[config.mk]
export PLATFORM = sky130hd
export DESIGN_NAME = mem_arbiter
export DESIGN_NICKNAME = d
export VERILOG_FILES = /design/src/rtl/mem_arbiter_pkg.sv /design/src/rtl/rr_arb2.sv /design/src/rtl/mem_arbiter.sv
export SDC_FILE = /design/constraint.sdc
export NUM_CORES = 1
export LEC_CHECK = 0
export BUFFER_PORTS_ARGS = -buffer_cell sky130_fd_sc_hd__buf_2
export CAP_MARGIN = 10
export CORE_ASPECT_RATIO = 1.5
export CORE_MARGIN = 2
export CORE_UTILIZATION = 51
export CTS_BUF_LIST = sky130_fd_sc_hd__clkbuf_8
export DETAILED_ROUTE_END_ITERATION = 10
export PLACE_DENSITY_LB_ADDON = 0.2
export SYNTH_ARGS = -nofsm -noshare
export SYNTH_HDL_FRONTEND = slang
export SYNTH_SLANG_ARGS = --single-unit
[constraint.sdc]
create_clock -name clk -period 3.7 [get_ports clk]
set_input_delay 0.185 -clock clk [delete_from_list [all_inputs] [get_ports clk]]
set_output_delay 0.185 -clock clk [all_outputs]
set_load 0.03 [all_outputs]
[src/rtl/mem_arbiter_pkg.sv]
// Shared definitions for the two-port strobe-memory arbiter.
package mem_arbiter_pkg;

    localparam int unsigned AW_DEF = 5;
    localparam int unsigned DW_DEF = 8;

    localparam logic P_FETCH = 1'b0;
    localparam logic P_DATA  = 1'b1;

    typedef enum logic [1:0] {
        IDLE   = 2'd0,
        SETUP  = 2'd1,
        STROBE = 2'd2,
        HOLD   = 2'd3
    } state_t;

endpackage

[src/rtl/rr_arb2.sv]
// Two-request arbiter: round-robin against the last winner, or fixed priority to port 0.
module rr_arb2
    import mem_arbiter_pkg::*;
(
    input  logic [1:0] req,
    input  logic       last,
    input  logic       mode,
    output logic       gnt,
    output logic       valid
);

    always_comb begin
        valid = |req;
        gnt   = P_FETCH;
        if (req == 2'b11) begin
            gnt = mode ? ~last : P_FETCH;
        end else if (req[1]) begin
            gnt = P_DATA;
        end
    end

endmodule

[src/rtl/mem_arbiter.sv]
// Shares one asynchronous-strobe memory between fetch (port 0) and data (port 1),
// sequencing each access as SETUP / STROBE / HOLD with registered strobes.
module mem_arbiter
    import mem_arbiter_pkg::*;
#(
    parameter int unsigned AW = AW_DEF,
    parameter int unsigned DW = DW_DEF,
    parameter int unsigned RR = 1
) (
    input  logic          clk,
    input  logic          rst_n,
    input  logic          p0_req,
    input  logic          p0_we,
    input  logic [AW-1:0] p0_addr,
    input  logic [DW-1:0] p0_wdata,
    output logic          p0_ack,
    output logic [DW-1:0] p0_rdata,
    input  logic          p1_req,
    input  logic          p1_we,
    input  logic [AW-1:0] p1_addr,
    input  logic [DW-1:0] p1_wdata,
    output logic          p1_ack,
    output logic [DW-1:0] p1_rdata,
    output logic [AW-1:0] mem_addr,
    output logic          mem_read,
    output logic          mem_write,
    output logic [DW-1:0] mem_dout,
    output logic          mem_dout_en,
    input  logic [DW-1:0] mem_din,
    output logic          busy,
    output logic          grant
);

    localparam logic ARB_MODE = (RR != 0);

    state_t        state_q, state_d;
    logic          we_q;
    logic          rr_last_q;
    logic          arb_gnt, arb_valid;
    logic          sel_we;
    logic [AW-1:0] sel_addr;
    logic [DW-1:0] sel_wdata;
    logic          latch_c;
    logic          mem_read_d, mem_write_d, dout_en_d;
    logic          ack0_d, ack1_d, busy_d;

    rr_arb2 u_arb (
        .req   ({p1_req, p0_req}),
        .last  (rr_last_q),
        .mode  (ARB_MODE),
        .gnt   (arb_gnt),
        .valid (arb_valid)
    );

    // Request payload of whichever port the arbiter picked
    always_comb begin
        sel_we    = (arb_gnt == P_DATA) ? p1_we    : p0_we;
        sel_addr  = (arb_gnt == P_DATA) ? p1_addr  : p0_addr;
        sel_wdata = (arb_gnt == P_DATA) ? p1_wdata : p0_wdata;
    end

    // Next state plus the strobe/ack values to register for that state
    always_comb begin
        state_d     = state_q;
        latch_c     = 1'b0;
        mem_read_d  = 1'b0;
        mem_write_d = 1'b0;
        dout_en_d   = 1'b0;
        ack0_d      = 1'b0;
        ack1_d      = 1'b0;
        unique case (state_q)
            IDLE: begin
                if (arb_valid) begin
                    latch_c    = 1'b1;
                    state_d    = SETUP;
                    mem_read_d = ~sel_we;
                    dout_en_d  = sel_we;
                end
            end
            SETUP: begin
                state_d     = STROBE;
                mem_read_d  = ~we_q;
                mem_write_d = we_q;
                dout_en_d   = we_q;
            end
            STROBE: begin
                state_d   = HOLD;
                dout_en_d = we_q;
                ack0_d    = (grant == P_FETCH);
                ack1_d    = (grant == P_DATA);
            end
            HOLD: begin
                state_d = IDLE;
            end
            default: state_d = IDLE;
        endcase
        busy_d = (state_d != IDLE);
    end

    always_ff @(posedge clk) begin
        if (!rst_n) begin
            state_q     <= IDLE;
            we_q        <= 1'b0;
            rr_last_q   <= 1'b1;
            grant       <= 1'b0;
            mem_addr    <= '0;
            mem_dout    <= '0;
            mem_read    <= 1'b0;
            mem_write   <= 1'b0;
            mem_dout_en <= 1'b0;
            p0_ack      <= 1'b0;
            p1_ack      <= 1'b0;
            p0_rdata    <= '0;
            p1_rdata    <= '0;
            busy        <= 1'b0;
        end else begin
            state_q     <= state_d;
            mem_read    <= mem_read_d;
            mem_write   <= mem_write_d;
            mem_dout_en <= dout_en_d;
            p0_ack      <= ack0_d;
            p1_ack      <= ack1_d;
            busy        <= busy_d;
            if (latch_c) begin
                we_q     <= sel_we;
                mem_addr <= sel_addr;
                mem_dout <= sel_wdata;
                grant    <= arb_gnt;
            end
            // Read data is taken as the read strobe ends
            if (state_q == STROBE && !we_q) begin
                if (grant == P_DATA) begin
                    p1_rdata <= mem_din;
                end else begin
                    p0_rdata <= mem_din;
                end
            end
            if (state_q == HOLD) begin
                rr_last_q <= grant;
            end
        end
    end

endmodule

# Word level (Yosys, flattened, before mapping)
# Index checks and enable logic that the tools add are counted.
# totals
ff_bits,40
input_bits,40
out_inout_bits,36
wordCells,45
# classes
n_eq_ne,4
muxes,13
bitwise,4
n_reduce_logical,10
# ops
operator,count
$mux 8,1
$pmux 2 s4,1
$reduce_and 2->1,4
$mux 1,7
$eq 2x2->1 const B,3
$mux 5,1
$not 1->1,4
$pmux 1 s2,2
$reduce_or 2->1,2
$eq 2x1->1 const B,1
$logic_not 2->1,1
$mux 2,1
$reduce_bool 2->1,1
$logic_and 1x1->1,1
$logic_not 1->1,1

# Logic depth before layout (Yosys ltp)
# depth
depth_word,6
depth_mapped,6
depth_no_buf,5

# Hierarchy
# Synthesis repeated with hierarchy kept, for this count alone.
# unflattened
hier_cells,172
hier_area_um2,1732.9
# modules_own_cells
mod,instances,cells_each,area_per_inst_um2,seq_area_each_um2
mem_arbiter,1,169,1712.9,800.8
rr_arb2,1,3,20.0,0.0

# Worst setup path after synthesis
# OpenSTA, ideal clock, no wires.
# synth_path
path_kind,register to register
start,register state_q[0]
end,register p0_rdata[0]
t_arrival_ps,1225
required_ps,3584
setup_slack_ps,2359
stages_incl_launch_ff,7
synth_period_minus_slack_ps,1341
cell_sequence,dfxtp_1 inv_1 ha_1 nor3b_1 buf_4 mux2i_1 nor2b_1
# synth_via
elab_chain_cells,3
# synth_rtl
item,line_no,rtl
start: declaration,mem_arbiter.sv:36,"state_t state_q, state_d;"
start signal: assignment,mem_arbiter.sv:117,state_q <= state_d;
$eq 2x2->1,mem_arbiter.sv:131,if (state_q == STROBE && !we_q) begin
$logic_and 1x1->1,mem_arbiter.sv:131,
$reduce_and 2->1 (no line),-,
end signal: assignment,mem_arbiter.sv:135,p0_rdata <= mem_din;
end: declaration,mem_arbiter.sv:17,"output logic [DW-1:0] p0_rdata,"
# Every way passes these cells.
# A chain may end at the register's enable or synchronous reset.

# Final worst setup path
# layout_path
start,register state_q[0]
end,register p0_rdata[7]
# The elaborated chain is that of the path after synthesis.

==> impl_metrics.toml <==
[status]
status = "complete, no violations"

[drt]
ant_nets = 0
vias = 1428
drc = 0
wl_per_cell_um = 12.2
drtPass1Iterations = 4
routed_wirelength_mm = 3.50
drt_iter0_drc = 17
routed_via_density = 4.99

[timing]
setup_violations = 0
maxSlewHeadroom_pct = 36.9
max_freq_mhz = 546
worstMarginPinSlew_ns = 0.941
clock_skew_ns = 0.00384
rsz0062_at_grt = "false"
finalCritPeriodShare_pct = 49.5
tns_ns = 0
final_max_slew_viol_count = 0
hold_viol = 0
fin_crit_ns = 1.83
timing.hold.ws_ns = 0.127

[worst_setup_path]
r2r_setup_slack_ns = 1.87
cp_slowest_cell = "nor3b_2"
rr_startpoint = "state_q[0]"
cp.required_ns = 3.88
crit_family = "simple AND/OR/NAND/NOR gates"
crit_type = "reg -> reg"
critPathLaunchType = "flop"
cp_slowest_stage_delay_ns = 0.71
critical_path_buf_inv_count = 1
path_cells = "inv_1 -> ha_1 -> nor3b_2 -> mux2i_1 -> nor2b_1"
reg2reg_depth = 5
r2r_end = "p0_rdata[7]"
path_max_fanout = 8
arrival_ns = 2.01
cp-end-kind = "flop"

[die]
fp.coreArea_um2 = 3130
die_y_um = 73.6
start_util_pct = 52.6
die_width_um = 50.4
die_area_um2 = 3710
rows = 25
pin_count = 76

[cts]
cts_hold_buf = 0
htreeDepth = 2
clock_path_buffers = 2
post_cts_resized = 0
clk_pin_slew_ns = 0.07
clock-root-buffer = "clkbuf_8"
clk-insertion-delay-late_ns = 0.29
clock_sinks = 40
postCtsSetupBuffers = 0
cts_buffers = 5
cts_tree = "built"

[synth]
ys_types = 29
synth_cells = 173
yosys_warnings = 0
syn_nets = 219
synth_area_um2 = 1650
yosysSeqAreaShare_pct = 48.7
synth_area_per_cell_um2 = 9.51
synth-seq-cells = 40

[worst_hold_path]
hp-class = "in -> reg"
worstHoldPathCells = 3
worstHoldStart = "p0_wdata[3]"
whs_endpoint = "mem_dout[3]"

[cells_and_area]
areaGrowthSynthToFinish_pct = 28.2
nets = 291
drive_gt1_share_pct = 35.0
num_antenna_cells = 0
instances_no_fill = 286

[global_routing]
gr-usage-all-layers_pct = 20.8
antenna_found_initial = 0
grt_pass1_vias = 1314
grt_pass1_wl_mm = 5.77
grt_overflow = 0
grt_max_degree = 41

[place]
dpl.hpwl_mm = 2.50
place_congestion = 0.764
dp_cells = 278
portBuffers = 75

[pwr]
power_mw = 1.50
powerDensity_nw_per_um2 = 709
leakage_nw = 1.07
ir_drop_v = 0.000484

[run]
cap_violations = 0
[report_power, final]
group	switching (mW)	total (mW)	internal, mW	leakage [nW]
Combinational	0.408	0.617	0.209	0.685
Sequential	0.0592	0.595	0.536	0.328
Clock	0.137	0.283	0.146	0.0538
Total	0.604	1.50	0.892	1.07
[sequential cells by signal (all words and copies together), names as in the netlist, 2 cells and up]
name      count
state_q       2
p0_rdata      8
p1_rdata      8
mem_dout      8
mem_addr      5
[per-layer routing]
metal | up-vias | share of wire, % | global-route usage, % | routed length (µm)
met3 | 7 | 6.7 | 6.10 | 235
met2 | 53 | 49 | 35.2 | 1700
met5 | - | 0 | 0 | 0
met1 | 634 | 42 | 23.4 | 1490
met4 | 0 | 2.1 | 10.8 | 72
li1 | 734 | - | - | -
[worst max-delay path by stage]
| stage | startpoint | depth (start not counted) | end |
|---|---|---|---|
| after detailed placement | state_q[0] | 5 | p0_rdata[7] |
| after floorplan | state_q[0] | 6 | p0_rdata[0] |
| after global routing | state_q[0] | 5 | p0_rdata[7] |
| after global placement | state_q[0] | 5 | p0_rdata[6] |
| final | state_q[0] | 5 | p0_rdata[7] |
| after CTS | state_q[0] | 5 | p0_rdata[7] |
[layout by cell type, fill, tap and decap left out, types with 2 or more instances in the layout]
master / netlist / final
a21oi_1: 29 / 29
o21ai_1: 2 / 2
mux2i_1: 17 / 17
nand2_1: 18 / 18
and3_1: 2 / 2
buf_2: 2 / 75
ha_1: 6 / 6
dfxtp_1: 40 / 40
inv_1: 3 / 5
clkbuf_8: 0 / 6
nor2b_1: 17 / 17
o21ai_0: 14 / 14
[stage by stage]
stage	setup WS [ns]	util, %	area, µm²
2_1_floorplan	2.36	-	1650
3_3_place_gp	1.96	64.6	2020
3_5_place_dp	1.87	64.6	2020
4_1_cts	1.85	67.4	2110
5_1_grt	1.70	67.4	2110
6_report	1.87	67.4	2110
[logic make-up (layout without fill, tap and decap cells)]
| family | Yosys count | after routing | synth area share, % |
|---|---|---|---|
| AO/OA/AOI/OAI | 53 | 53 | 18.4 |
| AND/OR/NAND/NOR | 44 | 44 | 13.9 |
| flip-flops | 40 | 40 | 48.7 |
| multiplexers | 17 | 17 | 10.3 |
| buffers and inverters | 13 | 86 | 4.11 |
| adder cells (fa/ha/maj) | 6 | 6 | 4.56 |
[synthesized netlist by cell type]
cell type	n	area share, %
dfxtp_1	40	49
a21oi_1	29	8.8
nand2_1	18	4.1
mux2i_1	17	10
nor2b_1	17	6.5
o21ai_0	14	4.3
ha_1	6	4.6
buf_4	4	1.8
clkbuf_1	3	0.68
inv_1	3	0.68
and3_1	2	0.76
buf_2	2	0.61
o21ai_1	2	0.61
a21bo_2	1	0.61
a21boi_4	1	1.1
a22oi_1	1	0.46
a311oi_1	1	0.53
a31oi_1	1	0.38
a32o_1	1	0.61
and2_1	1	0.38
clkbuf_2	1	0.30
nand2b_1	1	0.38
nand3b_1	1	0.46
nor2_1	1	0.23
nor3_1	1	0.30
nor3b_1	1	0.46
o211ai_1	1	0.46
o21a_2	1	0.53
or2_2	1	0.38
[tightest hold or removal path, stage by stage]
cell and delay [ns]:
buf_2 0.09, nand2_1 0.04, a21oi_1 0.05
[layout make-up]
class / instances / area (µm²)
clock buffer: 6 / 82.6
clock inverter: 2 / 7.51
fill: 290 / 1020
inverter: 3 / 11.3
multi-input combinational: 120 / 782
sequential: 40 / 801
tap: 40 / 50.0
timing repair buffer: 75 / 375
Power figures use the tool's default switching activity.
